==> config.mk <==
export PLATFORM = sky130hd
export DESIGN_NAME = value_match_table
export DESIGN_NICKNAME = d
export VERILOG_FILES = /design/src/rtl/value_match_table.sv
export SDC_FILE = /design/constraint.sdc
export NUM_CORES = 1
export LEC_CHECK = 0
export BUFFER_PORTS_ARGS = -buffer_cell sky130_fd_sc_hd__buf_2
export CAP_MARGIN = 40
export CORE_MARGIN = 1
export CORE_UTILIZATION = 40
export CTS_BUF_LIST = sky130_fd_sc_hd__clkbuf_2
export CTS_CLUSTER_DIAMETER = 60
export DETAILED_ROUTE_END_ITERATION = 7
export PLACE_DENSITY = 0.65
export SLEW_MARGIN = 30
export SYNTH_ARGS = -nofsm -noshare
export SYNTH_HDL_FRONTEND = slang
export SYNTH_SLANG_ARGS = --single-unit
==> constraint.sdc <==
create_clock -name i_clk -period 5.1 [get_ports i_clk]
set_input_delay 1.275 -clock i_clk [delete_from_list [all_inputs] [get_ports i_clk]]
set_output_delay 1.275 -clock i_clk [all_outputs]
set_load 0.005 [all_outputs]
==> src/rtl/value_match_table.sv <==
// value_match_table: small fully-associative table of WIDTH-bit values.
// Entries are allocated at the lowest free index, released by index or all
// at once by flush, and searched by value with a one-cycle registered result
// that reports the lowest matching valid entry.
module value_match_table #(
    parameter  int WIDTH = 32,
    parameter  int N     = 4,
    localparam int IW    = $clog2(N)
) (
    input  logic             i_clk,
    input  logic             i_rst_n,
    input  logic             i_flush,
    input  logic             i_alloc_valid,
    input  logic [WIDTH-1:0] i_alloc_value,
    output logic             o_alloc_ready,
    output logic [IW-1:0]    o_alloc_idx,
    input  logic             i_free_valid,
    input  logic [IW-1:0]    i_free_idx,
    input  logic             i_lookup_valid,
    input  logic [WIDTH-1:0] i_lookup_value,
    output logic             o_lookup_valid,
    output logic             o_lookup_hit,
    output logic [IW-1:0]    o_lookup_idx,
    output logic [IW:0]      o_count,
    output logic             o_full,
    output logic             o_empty
);

    localparam logic [IW:0] N_CNT = (IW+1)'(N);

    logic [N-1:0]     valid_q;
    logic [N-1:0]     valid_d;
    logic [WIDTH-1:0] value_q [N];
    logic [IW:0]      count_q;

    logic             full;
    logic [IW-1:0]    alloc_idx;
    logic             alloc_accept;
    logic             free_effective;
    logic             match_any;
    logic [IW-1:0]    match_idx;

    assign full          = (count_q == N_CNT);
    assign o_full        = full;
    assign o_empty       = (count_q == '0);
    assign o_alloc_ready = !full;
    assign o_alloc_idx   = alloc_idx;
    assign o_count       = count_q;

    // Lowest free entry; falls back to 0 when every entry is in use.
    always_comb begin
        // NOTE: every variable gets a default before the loop so no path
        // leaves it unassigned, which would otherwise infer a latch.
        alloc_idx = '0;
        for (int i = N - 1; i >= 0; i--) begin
            if (!valid_q[i]) alloc_idx = IW'(i);
        end
    end

    // Accept conditions; a free only counts if it really releases an entry.
    always_comb begin
        alloc_accept   = i_alloc_valid && !full && !i_flush;
        free_effective = 1'b0;
        if (i_free_valid && !i_flush && ({1'b0, i_free_idx} < N_CNT)) begin
            free_effective = valid_q[i_free_idx];
        end
    end

    // Next valid vector. The allocated slot is free pre-edge, so it can never
    // be the slot being released in the same cycle.
    always_comb begin
        valid_d = valid_q;
        if (i_flush) begin
            valid_d = '0;
        end else begin
            if (free_effective) valid_d[i_free_idx] = 1'b0;
            if (alloc_accept)   valid_d[alloc_idx]  = 1'b1;
        end
    end

    // Lowest valid entry whose stored value equals the lookup key.
    always_comb begin
        match_any = 1'b0;
        match_idx = '0;
        for (int i = N - 1; i >= 0; i--) begin
            if (valid_q[i] && (value_q[i] == i_lookup_value)) begin
                match_any = 1'b1;
                match_idx = IW'(i);
            end
        end
    end

    // Valid bits, occupancy count and registered lookup result.
    always_ff @(posedge i_clk or negedge i_rst_n) begin
        if (!i_rst_n) begin
            valid_q        <= '0;
            count_q        <= '0;
            o_lookup_valid <= 1'b0;
            o_lookup_hit   <= 1'b0;
            o_lookup_idx   <= '0;
        end else begin
            // NOTE: state is written with non-blocking assignments so every
            // register samples pre-edge values, independent of block order.
            valid_q        <= valid_d;
            o_lookup_valid <= i_lookup_valid;
            o_lookup_hit   <= i_lookup_valid && match_any;
            o_lookup_idx   <= i_lookup_valid ? match_idx : '0;
            if (i_flush) begin
                count_q <= '0;
            end else if (alloc_accept && !free_effective) begin
                count_q <= count_q + (IW+1)'(1);
            end else if (free_effective && !alloc_accept) begin
                count_q <= count_q - (IW+1)'(1);
            end
        end
    end

    // Value storage, written only on an accepted allocation.
    always_ff @(posedge i_clk) begin
        // NOTE: the value array has no reset; an entry's contents are
        // meaningless until its valid bit is set, so resetting it only costs.
        if (alloc_accept) value_q[alloc_idx] <= i_alloc_value;
    end

endmodule

==> results of run 1 <==
==> logic make-up after synthesis <==
kind of cell    count (synthesis)
mux                             2
fa+ha+maj                       1
compound gates                 15
flops                         139
simple gates                   75
buf+inv                        11
xor+xnor                      127
==> cells in the mapped netlist <==
library cell	n	share of area, %
sky130_fd_sc_hd__a21oi_1	2	0.17
sky130_fd_sc_hd__a211oi_1	2	0.25
sky130_fd_sc_hd__o22ai_1	1	0.11
sky130_fd_sc_hd__o311ai_1	1	0.15
sky130_fd_sc_hd__nand4_1	20	2.1
sky130_fd_sc_hd__nor4_1	18	1.9
sky130_fd_sc_hd__xor2_1	46	6.8
sky130_fd_sc_hd__and3_1	3	0.32
sky130_fd_sc_hd__inv_1	8	0.51
sky130_fd_sc_hd__fa_1	1	0.34
sky130_fd_sc_hd__nand3_1	7	0.60
sky130_fd_sc_hd__nand2b_1	3	0.32
sky130_fd_sc_hd__nand3b_1	1	0.13
sky130_fd_sc_hd__or4_1	1	0.13
sky130_fd_sc_hd__o21ai_0	2	0.17
sky130_fd_sc_hd__xnor2_2	1	0.28
sky130_fd_sc_hd__o21ai_1	1	0.085
sky130_fd_sc_hd__edfxtp_1	128	65
sky130_fd_sc_hd__clkbuf_1	1	0.064
sky130_fd_sc_hd__nor3_1	5	0.43
sky130_fd_sc_hd__o31a_1	1	0.15
sky130_fd_sc_hd__mux2i_1	1	0.17
sky130_fd_sc_hd__dfrtp_1	11	4.7
sky130_fd_sc_hd__a31o_1	3	0.45
sky130_fd_sc_hd__buf_2	1	0.085
sky130_fd_sc_hd__nor4b_1	2	0.30
sky130_fd_sc_hd__xnor2_1	80	12
sky130_fd_sc_hd__buf_1	1	0.064
sky130_fd_sc_hd__mux4_2	1	0.38
sky130_fd_sc_hd__nand2_8	1	0.34
sky130_fd_sc_hd__nand2_1	7	0.45
sky130_fd_sc_hd__a21boi_0	1	0.13
sky130_fd_sc_hd__and4_1	1	0.15
sky130_fd_sc_hd__nor2_1	6	0.38
sky130_fd_sc_hd__a222oi_1	1	0.17
==> cell type report <==
type	instances	area, um2
multi-input cells	220	1790
inverters	8	30.0
clock buffers	23	115
fillers	1249	7260
flip-flops and latches	139	4120
well taps	180	225
clock inverters	7	93.8
repair buffers	88	465
==> layer usage <==
| layer | share of wire (%) | global-route usage [%] | wire [um] | up-vias |
|---|---|---|---|---|
| met5 | 0 | 0 | 0 | - |
| met4 | 1.2 | 5.27 | 148 | 0 |
| met3 | 6.9 | 5.35 | 884 | 10 |
| met2 | 47 | 28.9 | 6080 | 109 |
| met1 | 45 | 24.3 | 5750 | 1594 |
| li1 | - | - | - | 1590 |
==> stage by stage <==
stage	hold WS, ns	cells	power (mW)	setup slack [ns]
after floorplan	0.512	370	1.45	1.21
after global placement	0.512	634	1.57	1.88
after detailed placement	0.551	635	1.58	1.81
after CTS	0.367	665	2.18	1.72
after global routing	0.361	665	2.25	1.64
final	0.434	665	2.15	1.80
==> where the power goes <==
| part | internal (mW) | total (mW) | leakage, nW | switching, mW |
|---|---|---|---|---|
| combinational | 0.0981 | 0.234 | 0.918 | 0.136 |
| sequential | 1.29 | 1.31 | 1.31 | 0.0234 |
| clock | 0.232 | 0.606 | 0.140 | 0.374 |
| total | 1.62 | 2.15 | 2.37 | 0.534 |
==> worst max-delay path: stages (launching register included) <==
cell	delay (ns)
sky130_fd_sc_hd__dfrtp_1	0.46
sky130_fd_sc_hd__nand2b_1	0.21
sky130_fd_sc_hd__a21boi_0	0.48
sky130_fd_sc_hd__buf_2	0.22
==> registers in the layout, indices dropped and copies added (netlist names) <==
signal / flops
o_count: 3
o_lookup_hit: 1
o_lookup_idx: 2
o_lookup_valid: 1
valid_q: 4
value_q: 128
==> worst min path at each step <==
stage,startpoint,endpoint,cells after the start
after floorplan,o_count[2],o_count[2],1
after global placement,o_count[2],o_count[2],1
after detailed placement,o_count[2],o_count[2],1
after CTS,i_rst_n,o_lookup_valid,1
after global routing,i_rst_n,valid_q[0],1
final,i_rst_n,valid_q[0],1
==> flow_summary.rst, run 1 <==
.. list-table::
   :header-rows: 1

   * - Metric
     - Value
   * - Count of pins over their slew limit
     - 0
   * - DRC viols
     - 0
   * - YS warnings
     - 0
   * - Nets@finish
     - approximately 550
   * - Static leakage power
     - about 2.4 nW
   * - Row cnt
     - between 40 and 50
   * - Data required, critical path
     - 3.83 ns
   * - Setup Buffers After CTS
     - 0
   * - Root buffer cell
     - sky130_fd_sc_hd__clkbuf_2
   * - Number of buffers created by CTS
     - 17
   * - Placed Instance Area
     - 6630 um2
   * - Flop-to-flop setup slack
     - approximately 2.5 ns
   * - GP Congestion
     - 0.809
   * - Top fanout value on the critical path
     - 5
   * - Share of synthesized area occupied by flip-flops and latches
     - 70.0%
   * - Post-synthesis share of cell area spent on full adders, half adders and majority gates
     - less than 1%
   * - Number of gates resized after cts
     - 0
   * - Cell Area, Synth
     - about 5900 um2
   * - Util after Layout
     - between 40% and 50%
   * - Area overhead of the layout relative to synthesis
     - 16.1%
   * - Fraction of synthesized cell area in xor and xnor cells
     - a little under a fifth
   * - VDD IR max
     - roughly 0.19 mV
   * - Vias
     - 3303
   * - Post-synthesis cell count
     - 370
   * - Net count after synthesis
     - 443
   * - Cell area after layout
     - 6830 um2
   * - Worst min-delay path category
     - primary input to asynchronous set/reset pin
   * - Proportion of layout cells with a drive suffix above 1
     - ~25%
   * - Simple-gate portion of the synthesized area
     - under 10%
   * - Number of storage elements in the synthesis netlist
     - ~140
   * - Hold-fix buffer count after cts
     - 0
   * - Die height
     - roughly 120 um
   * - Most frequent cells in the layout
     - 128 x sky130_fd_sc_hd__edfxtp_1, 83 x sky130_fd_sc_hd__buf_2, 80 x sky130_fd_sc_hd__xnor2_1
   * - Number of detailed-routing iterations run before antenna repair
     - 5
   * - Main combinational cell family by area after synthesis
     - XOR/XNOR gates
   * - Number of setup violations in the final report
     - 0
   * - Critical path destination
     - o_alloc_idx[0]
   * - First-pass GRT wire length
     - approximately 19 mm
   * - Post-Route WL
     - 12.9 mm
   * - Clock Tree Buf Depth
     - 2
   * - # IOs
     - between 80 and 90
   * - Number of global-route vias before repair
     - about 3300
   * - Clock transition at path regs
     - 0.19 ns
   * - Max Freq
     - 303 MHz
   * - Die width
     - between 100 and 150 um
   * - CTS tree
     - built
   * - HPWL after detailed placement
     - around 9.4 mm
   * - Total clock sinks
     - around 140
   * - Hold Fails Final Rpt
     - 0
   * - Clock Skew
     - slightly below 0.02 ns
   * - Path depth of the worst reg2reg path
     - 4
   * - Compound-gate portion of the synthesized area
     - around 1.8%
   * - Tightest Pin Transition
     - just under 0.8 ns
   * - Endpoint arrival time on the critical path
     - slightly above 2 ns
   * - Cell area power density
     - approximately 320 nW/um2
   * - Status
     - finished, final reports clean
   * - Reg-to-Reg End
     - value_q[3][0]
   * - Startpoint Class
     - flip-flop
   * - RSZ-0062 raised after global routing
     - false
   * - Remaining Overflow, GRT
     - 0
   * - Proportion of synthesized area in mux cells
     - less than 1%
   * - Post-route antenna net violation count
     - 0
   * - Initial antenna violation count
     - 0
   * - Most common cell after layout, fill and taps aside
     - sky130_fd_sc_hd__edfxtp_1
   * - Post-synthesis cell type count
     - 35
   * - Accumulated negative setup slack
     - 0 ns
   * - Total die area
     - 15200 um2
   * - Vias per cell
     - approximately 5
   * - Number of max-cap violations
     - 0
   * - Clock latency at the later pin of the worst-skew pair
     - 0.67 ns
   * - Path type of the worst setup path
     - flip-flop to primary output
   * - Initial standard-cell utilization of the core
     - a little over two fifths
   * - Tightest slew margin relative to the limit
     - 48.4%
   * - Fin crit share
     - about 65%
   * - DR iter-0 viols
     - roughly 230
   * - Number of buffers inserted by port buffering
     - 83
   * - Core Area
     - 14100 um2
   * - Average wire per standard cell
     - 19.3 um
   * - Final period demand of the worst path
     - ~3.3 ns
   * - Largest net degree at the start of global routing
     - 34
   * - Setup crit start
     - valid_q[3]
   * - Antenna cell count
     - 0
   * - Mapped Avg Cell Area
     - 15.9 um2
   * - Critical path endpoint category
     - primary output
   * - Beginning of the worst register-to-register path
     - valid_q[1]
   * - GRT Overall Usage
     - a little under a fifth
   * - H-tree levels
     - 4
Note: power is estimated with default switching activity, not from simulation.
==> run 2: changes to the inputs <==
--- a/config.mk
+++ b/config.mk
@@ -5,6 +5,7 @@
 export SDC_FILE = /design/constraint.sdc
 export NUM_CORES = 1
 export LEC_CHECK = 0
+export ABC_AREA = 1
 export BUFFER_PORTS_ARGS = -buffer_cell sky130_fd_sc_hd__buf_2
 export CAP_MARGIN = 40
 export CORE_MARGIN = 1
==> constraint.sdc (replaced) <==
create_clock -name i_clk -period 3.4 [get_ports i_clk]
set_input_delay 0.85 -clock i_clk [delete_from_list [all_inputs] [get_ports i_clk]]
set_output_delay 0.85 -clock i_clk [all_outputs]
set_load 0.005 [all_outputs]
==> run 2 against run 1 <==
- synthesized cell count increased by 96%
- sequential power increased by 55%
- first-iteration DRC count increased by 73%
- die area increased by 14%
- combinational power increased by 110%
- routed wire length increased by 28%
- via count increased by 48%
- total power increased by 63%
- utilization decreased by 0.87 points
- clock power increased by 65%
- register-to-register slack got worse by 1.2 ns
- synthesized area increased by 14%
- critical path type unchanged
- critical endpoint unchanged
==> flow_summary.rst, run 2 <==
.. list-table::
   :header-rows: 1

   * - Metric
     - Value
   * - Status
     - finished, final reports clean
   * - Number of max-cap violations
     - 0
   * - Remaining Overflow, GRT
     - 0
   * - Final period demand of the worst path
     - ~2.7 ns
   * - Path type of the worst setup path
     - flip-flop to primary output
   * - Logic depth of the worst setup path including buffers
     - 5
   * - Startpoint Class
     - flip-flop
   * - Vias
     - between 4000 and 5000
   * - Number of buffers inserted by port buffering
     - 83
   * - Wl on met1
     - 7.48 mm
   * - Worst slack at placement
     - about 0.8 ns
   * - Setup Buffers After CTS
     - 0
   * - Path depth of the worst reg2reg path
     - 11
   * - Cell Area, Synth
     - around 6700 um2
   * - Number of buffers created by CTS
     - 17
   * - Top cell type's share of synthesized area
     - a little under three fifths
   * - Cell area power density
     - 459 nW/um2
   * - GP Congestion
     - roughly 0.85
   * - Number of enable flip-flop cells after synthesis
     - about 130
   * - Root buffer cell
     - sky130_fd_sc_hd__clkbuf_2
   * - Proportion of layout cells with a drive suffix above 1
     - roughly 16%
   * - Placed Instance Area
     - ~7400 um2
   * - Nets@finish
     - 900
   * - DR iter-0 viols
     - about 400
   * - Top register by number of flip-flops
     - value_q
   * - Critical path endpoint category
     - primary output
   * - Post-synthesis cell count
     - approximately 720
   * - H-tree levels
     - 4
   * - Top fanout value on the critical path
     - 4
   * - Post-route antenna net violation count
     - 0
   * - Post-Route WL
     - 16.5 mm
   * - Tightest Pin Transition
     - about 0.53 ns
   * - Number of gates resized after cts
     - 0
   * - Worst path most repeated cell
     - sky130_fd_sc_hd__inv_1
   * - Number of storage elements in the synthesis netlist
     - around 140
   * - DRC viols
     - 0
   * - Dominant cell type by area after synthesis
     - sky130_fd_sc_hd__edfxtp_1
   * - Delay of the slowest cell on the worst path
     - ~0.46 ns
   * - VDD IR max
     - 0.321 mV
   * - Cell area after layout
     - 7670 um2
   * - Clock latency at the later pin of the worst-skew pair
     - 0.72 ns
   * - Routed length on met2
     - between 7 and 8 mm
   * - Die height
     - ~130 um
   * - Hold Fails Final Rpt
     - 0
   * - Buffering stage count on the worst path with inverters included
     - 3
   * - Clock transition at path regs
     - roughly 0.23 ns
   * - Post-synthesis cell type count
     - 28
   * - Initial standard-cell utilization of the core
     - just over 40%
   * - Fin crit share
     - between 70% and 80%
   * - # IOs
     - 84
   * - Count of pins over their slew limit
     - 0
   * - Largest cells by area after synthesis
     - sky130_fd_sc_hd__edfxtp_1 57%, sky130_fd_sc_hd__nand2_1 14%, sky130_fd_sc_hd__inv_1 7.1%, sky130_fd_sc_hd__xnor2_1 4.4%, sky130_fd_sc_hd__dfrtp_1 4.1%
   * - Vias per cell
     - ~4.6
   * - Row cnt
     - 46
   * - Number of global-route vias before repair
     - 4801
   * - Die width
     - around 130 um
   * - Tightest slew margin relative to the limit
     - 64.5%
   * - CTS tree
     - built
   * - GRT Overall Usage
     - 20.2%
   * - Cell family with most CP delay
     - flip-flops
   * - Post-layout worst setup margin
     - 0.714 ns
   * - Met3 WL
     - 989 um
   * - Accumulated negative setup slack
     - 0 ns
   * - Number of setup violations in the final report
     - 0
   * - Largest net degree at the start of global routing
     - 34
   * - Worst min-delay path category
     - primary input to flip-flop
   * - Core Area
     - 16100 um2
   * - Async set-reset flop share out of synthesis
     - under 10%
   * - RSZ-0062 raised after global routing
     - false
   * - Cell depth of the worst min-delay path
     - 2
   * - Max reg flops
     - roughly 130
   * - Net count after synthesis
     - 797
   * - Data required, critical path
     - between 2 and 3 ns
   * - First-pass GRT wire length
     - 25.6 mm
   * - Max Freq
     - roughly 370 MHz
   * - Most frequent cells in the layout
     - 253 x sky130_fd_sc_hd__nand2_1, 128 x sky130_fd_sc_hd__edfxtp_1, 127 x sky130_fd_sc_hd__inv_1
   * - HPWL after detailed placement
     - ~13 mm
   * - Area overhead of the layout relative to synthesis
     - 14.5%
   * - Most common cell after layout, fill and taps aside
     - sky130_fd_sc_hd__nand2_1
   * - Top layer in use
     - met4
   * - Mapped Avg Cell Area
     - just over 9 um2
   * - Cell breakdown of the critical path
     - inv_1, nor2_1, inv_1, a21oi_1, buf_2
   * - CP max-delay cell
     - sky130_fd_sc_hd__dfrtp_1
   * - Share of synthesized area occupied by flip-flops and latches
     - between 60% and 70%
   * - Average wire per standard cell
     - approximately 16 um
   * - Clock Tree Buf Depth
     - 2
   * - Cell with the most instances after synthesis
     - sky130_fd_sc_hd__nand2_1
   * - Total clock sinks
     - between 100 and 150
   * - Number of detailed-routing iterations run before antenna repair
     - 5
   * - Clock Skew
     - between 0.03 and 0.04 ns
   * - Top FF cell, synth
     - sky130_fd_sc_hd__edfxtp_1
   * - Endpoint arrival time on the critical path
     - approximately 1.8 ns
   * - Commonest cells in the netlist
     - 253 x sky130_fd_sc_hd__nand2_1, 128 x sky130_fd_sc_hd__edfxtp_1, 127 x sky130_fd_sc_hd__inv_1
   * - YS warnings
     - 0
   * - Total die area
     - around 17000 um2
   * - Initial antenna violation count
     - 1
   * - Static leakage power
     - around 3.5 nW
==> run 2: cell types whose count changed after synthesis, sizes merged, moves of 16 or more <==
| cell | before | now |
|---|---|---|
| inv | 8 | 136 |
| nand2 | 8 | 254 |
| nand3 | 7 | 23 |
| nor2 | 6 | 62 |
| nor4 | 18 | 0 |
| o21ai | 3 | 28 |
| xnor2 | 81 | 34 |
| xor2 | 46 | 5 |
==> run 2: repair_timing <==
action / CTS / global route
hold buffers: 1 / 0
hold endpoints to repair: 11 / 0
endpoints found under the setup margin: 0 / 0
==> run 2: worst register-to-register path, delay by kind of cell (launching register included) <==
kind | cells | cell delay [ns]
adders and majority gates | 1 | 0.38
buffers and inverters | 3 | 0.30
and+or+nand+nor | 5 | 0.66
DFF | 1 | 0.44
xor gates and xnor gates | 2 | 0.33
==> run 2: power by group <==
group	switching (mW)	internal [mW]	leakage, nW	total (mW)
clock	0.654	0.348	0.131	1.00
combinational	0.314	0.176	2.01	0.490
sequential	0.0534	1.97	1.31	2.03
total	1.02	2.50	3.45	3.52
==> run 2: kinds of logic (layout without fill, tap and decap cells) <==
group | Yosys count | in the layout | share of synthesized area (%)
compound gates | 46 | 46 | 3.77
simple gates | 357 | 357 | 21.2
flops | 139 | 139 | 61.5
other cells | 0 | 1 | 0
buf+inv | 142 | 258 | 8.14
fa+ha+maj | 1 | 1 | 0.299
xor+xnor | 39 | 39 | 5.10
==> run 2: per-layer routing <==
metal	track usage, %	up-vias
met5	0	-
li1	-	2491
met2	32.7	155
met1	27.0	2237
met4	5.75	0
met3	4.94	15
==> run 2: layout make-up <==
type | count | area (um2)
Fill cell | 1576 | 8440
Sequential cell | 139 | 4120
Multi-Input combinational cell | 443 | 2050
Inverter | 137 | 514
Timing Repair Buffer | 89 | 463
Tap cell | 216 | 270
Clock inverter | 15 | 166
Clock buffer | 17 | 85.1
Antenna cell | 1 | 2.50
==> run 2: per-stage QoR <==
stage	hold slack, ns	utilization (%)	instances	power [mW]
after floorplan	0.541	-	724	2.33
after global placement	0.610	46.0	1023	2.54
after detailed placement	0.622	46.0	1023	2.55
after CTS	0.172	47.6	1056	3.55
after global routing	0.163	47.6	1057	3.69
final	0.246	47.6	1057	3.52
==> run 2: final timing paths <==
path,startpoint,to,slack (ns)
max,valid_q[2],o_alloc_idx[0],0.71
min in group asynchronous,i_rst_n,valid_q[3],0.49
min,i_flush,valid_q[2],0.25
min reg2reg,valid_q[2],valid_q[2],0.66
max reg2reg,o_count[0],o_count[2],1.23
max in group asynchronous,i_rst_n,valid_q[0],2.70
==> run 3: changes to the inputs <==
==> constraint.sdc (replaced) <==
create_clock -name i_clk -period 2.8 [get_ports i_clk]
set_input_delay 0.7 -clock i_clk [delete_from_list [all_inputs] [get_ports i_clk]]
set_output_delay 0.7 -clock i_clk [all_outputs]
set_load 0.005 [all_outputs]
==> run 3 against run 2 <==
- register-to-register slack lost 0.42 ns
- combinational power grew 24%
- sequential share of layout area shrank 0.16 points
- via count grew 1.1%
- sequential power grew 21%
- cell count is essentially flat
- critical path depth is the same
- design area grew 0.29%
- largest power group unchanged
==> flow_summary.rst, run 3 (same netlist as run 2, synthesis figures left out) <==
.. list-table::
   :header-rows: 1

   * - Metric
     - Value
   * - Total clock sinks
     - 139
   * - GP Congestion
     - about 0.88
   * - Total die area
     - about 17000 um2
   * - CP max-delay cell
     - sky130_fd_sc_hd__dfrtp_1
   * - Top register by number of flip-flops
     - value_q
   * - Tightest slew margin relative to the limit
     - between 60% and 70%
   * - GRT Overall Usage
     - 20.3%
   * - H-tree levels
     - 4
   * - Number of global-route vias before repair
     - 4828
   * - Core Area
     - 16100 um2
   * - Most common cell after layout, fill and taps aside
     - sky130_fd_sc_hd__nand2_1
   * - Status
     - finished, final reports clean
   * - DR iter-0 viols
     - about 500
   * - Initial antenna violation count
     - 1
   * - Max reg flops
     - approximately 130
   * - Max Freq
     - ~400 MHz
   * - Number of buffers inserted by port buffering
     - 83
   * - Worst slack at placement
     - around 0.42 ns
   * - Critical path endpoint category
     - primary output
   * - Average wire per standard cell
     - 15.7 um
   * - Row cnt
     - 46
   * - VDD IR max
     - around 0.35 mV
   * - Total power after layout
     - 4.24 mW
   * - Tightest Pin Transition
     - about 0.48 ns
   * - RSZ-0062 raised after global routing
     - false
   * - Number of max-cap violations
     - 0
   * - Root buffer cell
     - sky130_fd_sc_hd__clkbuf_2
   * - Path type of the worst setup path
     - flip-flop to primary output
   * - # IOs
     - 84
   * - Clock Skew
     - 0.0258 ns
   * - Post-route antenna net violation count
     - 0
   * - Die height
     - roughly 130 um
   * - HPWL after detailed placement
     - approximately 13 mm
   * - Clock Tree Buf Depth
     - 2
   * - Cell area power density
     - 551 nW/um2
   * - Remaining Overflow, GRT
     - 0
   * - Most frequent cells in the layout
     - 253 x sky130_fd_sc_hd__nand2_1, 128 x sky130_fd_sc_hd__edfxtp_1, 127 x sky130_fd_sc_hd__inv_1
   * - Data required, critical path
     - between 2 and 2.5 ns
   * - DRC viols
     - 0
   * - Number of buffers created by CTS
     - 17
   * - Clock transition at path regs
     - about 0.21 ns
   * - Static leakage power
     - 3.46 nW
   * - Startpoint Class
     - flip-flop
   * - Proportion of layout cells with a drive suffix above 1
     - between 10% and 20%
   * - Vias per cell
     - between 4 and 5
   * - Worst hold-check slack
     - approximately 0.11 ns
   * - Endpoint arrival time on the critical path
     - about 1.8 ns
   * - Number of detailed-routing iterations run before antenna repair
     - 6
   * - Number of gates resized after cts
     - 0
   * - Die width
     - roughly 130 um
   * - Cell breakdown of the critical path
     - inv_1, nor2_1, inv_1, a21oi_1, buf_2
   * - Post-layout worst setup margin
     - between 0.2 and 0.3 ns
   * - CTS tree
     - built
   * - Count of pins over their slew limit
     - 0
   * - Worst path most repeated cell
     - sky130_fd_sc_hd__inv_1
   * - Final non-filler cell total
     - about 1100
   * - First-pass GRT wire length
     - about 26 mm
   * - Number of setup violations in the final report
     - 0
   * - Vias
     - slightly below 5000
   * - Hold Fails Final Rpt
     - 0
   * - Nets@finish
     - around 900
   * - Fin crit share
     - slightly below 90%
   * - Final period demand of the worst path
     - about 2.5 ns
   * - Inst Count DP
     - 1024
   * - Largest net degree at the start of global routing
     - 34
   * - Top fanout value on the critical path
     - 4
   * - Delay of the slowest cell on the worst path
     - ~0.45 ns
   * - Initial standard-cell utilization of the core
     - between 40% and 50%
   * - Clock latency at the later pin of the worst-skew pair
     - 0.72 ns
   * - Post-Route WL
     - ~17 mm
   * - Worst min-delay path category
     - primary input to flip-flop
   * - Area overhead of the layout relative to synthesis
     - 14.8%
-- run 3: changes by cell type in the layout (fill, tap and decap cells not counted), sizes merged --
cell and delta:
clkinvlp -2, inv -1, buf +1, clkinv +1
-- run 3: path summary, 6_finish.rpt --
kind	from	to	slack (ns)	cells past startpoint
worst max-delay path	valid_q[2]	o_alloc_idx[0]	0.29	5
worst min-delay path	i_flush	valid_q[2]	0.11	2
worst max register to register	valid_q[1]	o_count[2]	0.81	10
worst min register to register	o_count[2]	o_count[2]	0.64	2
max in group asynchronous	i_rst_n	o_lookup_idx[0]	2.22	2
min in group asynchronous	i_rst_n	o_count[2]	0.35	2
-- run 3: cell type report --
cell class / instances / area, um2
antenna: 1 / 2.50
clock inverter: 13 / 144
fill: 1547 / 8420
sequential: 139 / 4120
tap: 216 / 270
clock buffer: 17 / 85.1
inverter: 137 / 514
multi-input combinational: 443 / 2050
timing repair buffer: 90 / 508
-- run 3: metal layers --
| layer | part of all wire, % | global-route usage [%] | wire length (um) | vias to the layer above |
|---|---|---|---|---|
| met5 | 0 | 0 | 0 | - |
| met4 | 1.6 | 6.78 | 261 | 0 |
| met3 | 6.4 | 3.97 | 1060 | 22 |
| met2 | 47 | 32.9 | 7750 | 153 |
| met1 | 45 | 27.3 | 7470 | 2290 |
| li1 | - | - | - | 2488 |
-- run 3: worst max-delay path, delay by kind of cell, from the launching register on --
| kind | cells | cell delay [ns] |
|---|---|---|
| flip-flops | 1 | 0.45 |
| buffers and inverters | 3 | 0.32 |
| AO/OA/AOI/OAI | 1 | 0.17 |
| AND/OR/NAND/NOR | 1 | 0.15 |
-- run 3: power breakdown --
group,switching (mW),internal (mW)
registers,0.0646,2.39
clock network,0.762,0.405
logic,0.385,0.226
-- run 3: per-stage QoR --
stage	util (%)	area (um2)	TNS [ns]
floorplan	-	6700	-80.27
global placement	46.3	7450	0
detailed placement	46.3	7450	0
finish	47.7	7690	0
global route	47.7	7690	0
CTS	47.7	7690	0
-- run 3: repair_timing --
action / 4_1_cts / 5_1_grt
setup buffers: 0 / 0
hold endpoints to repair: 11 / 0
hold buffers: 1 / 0
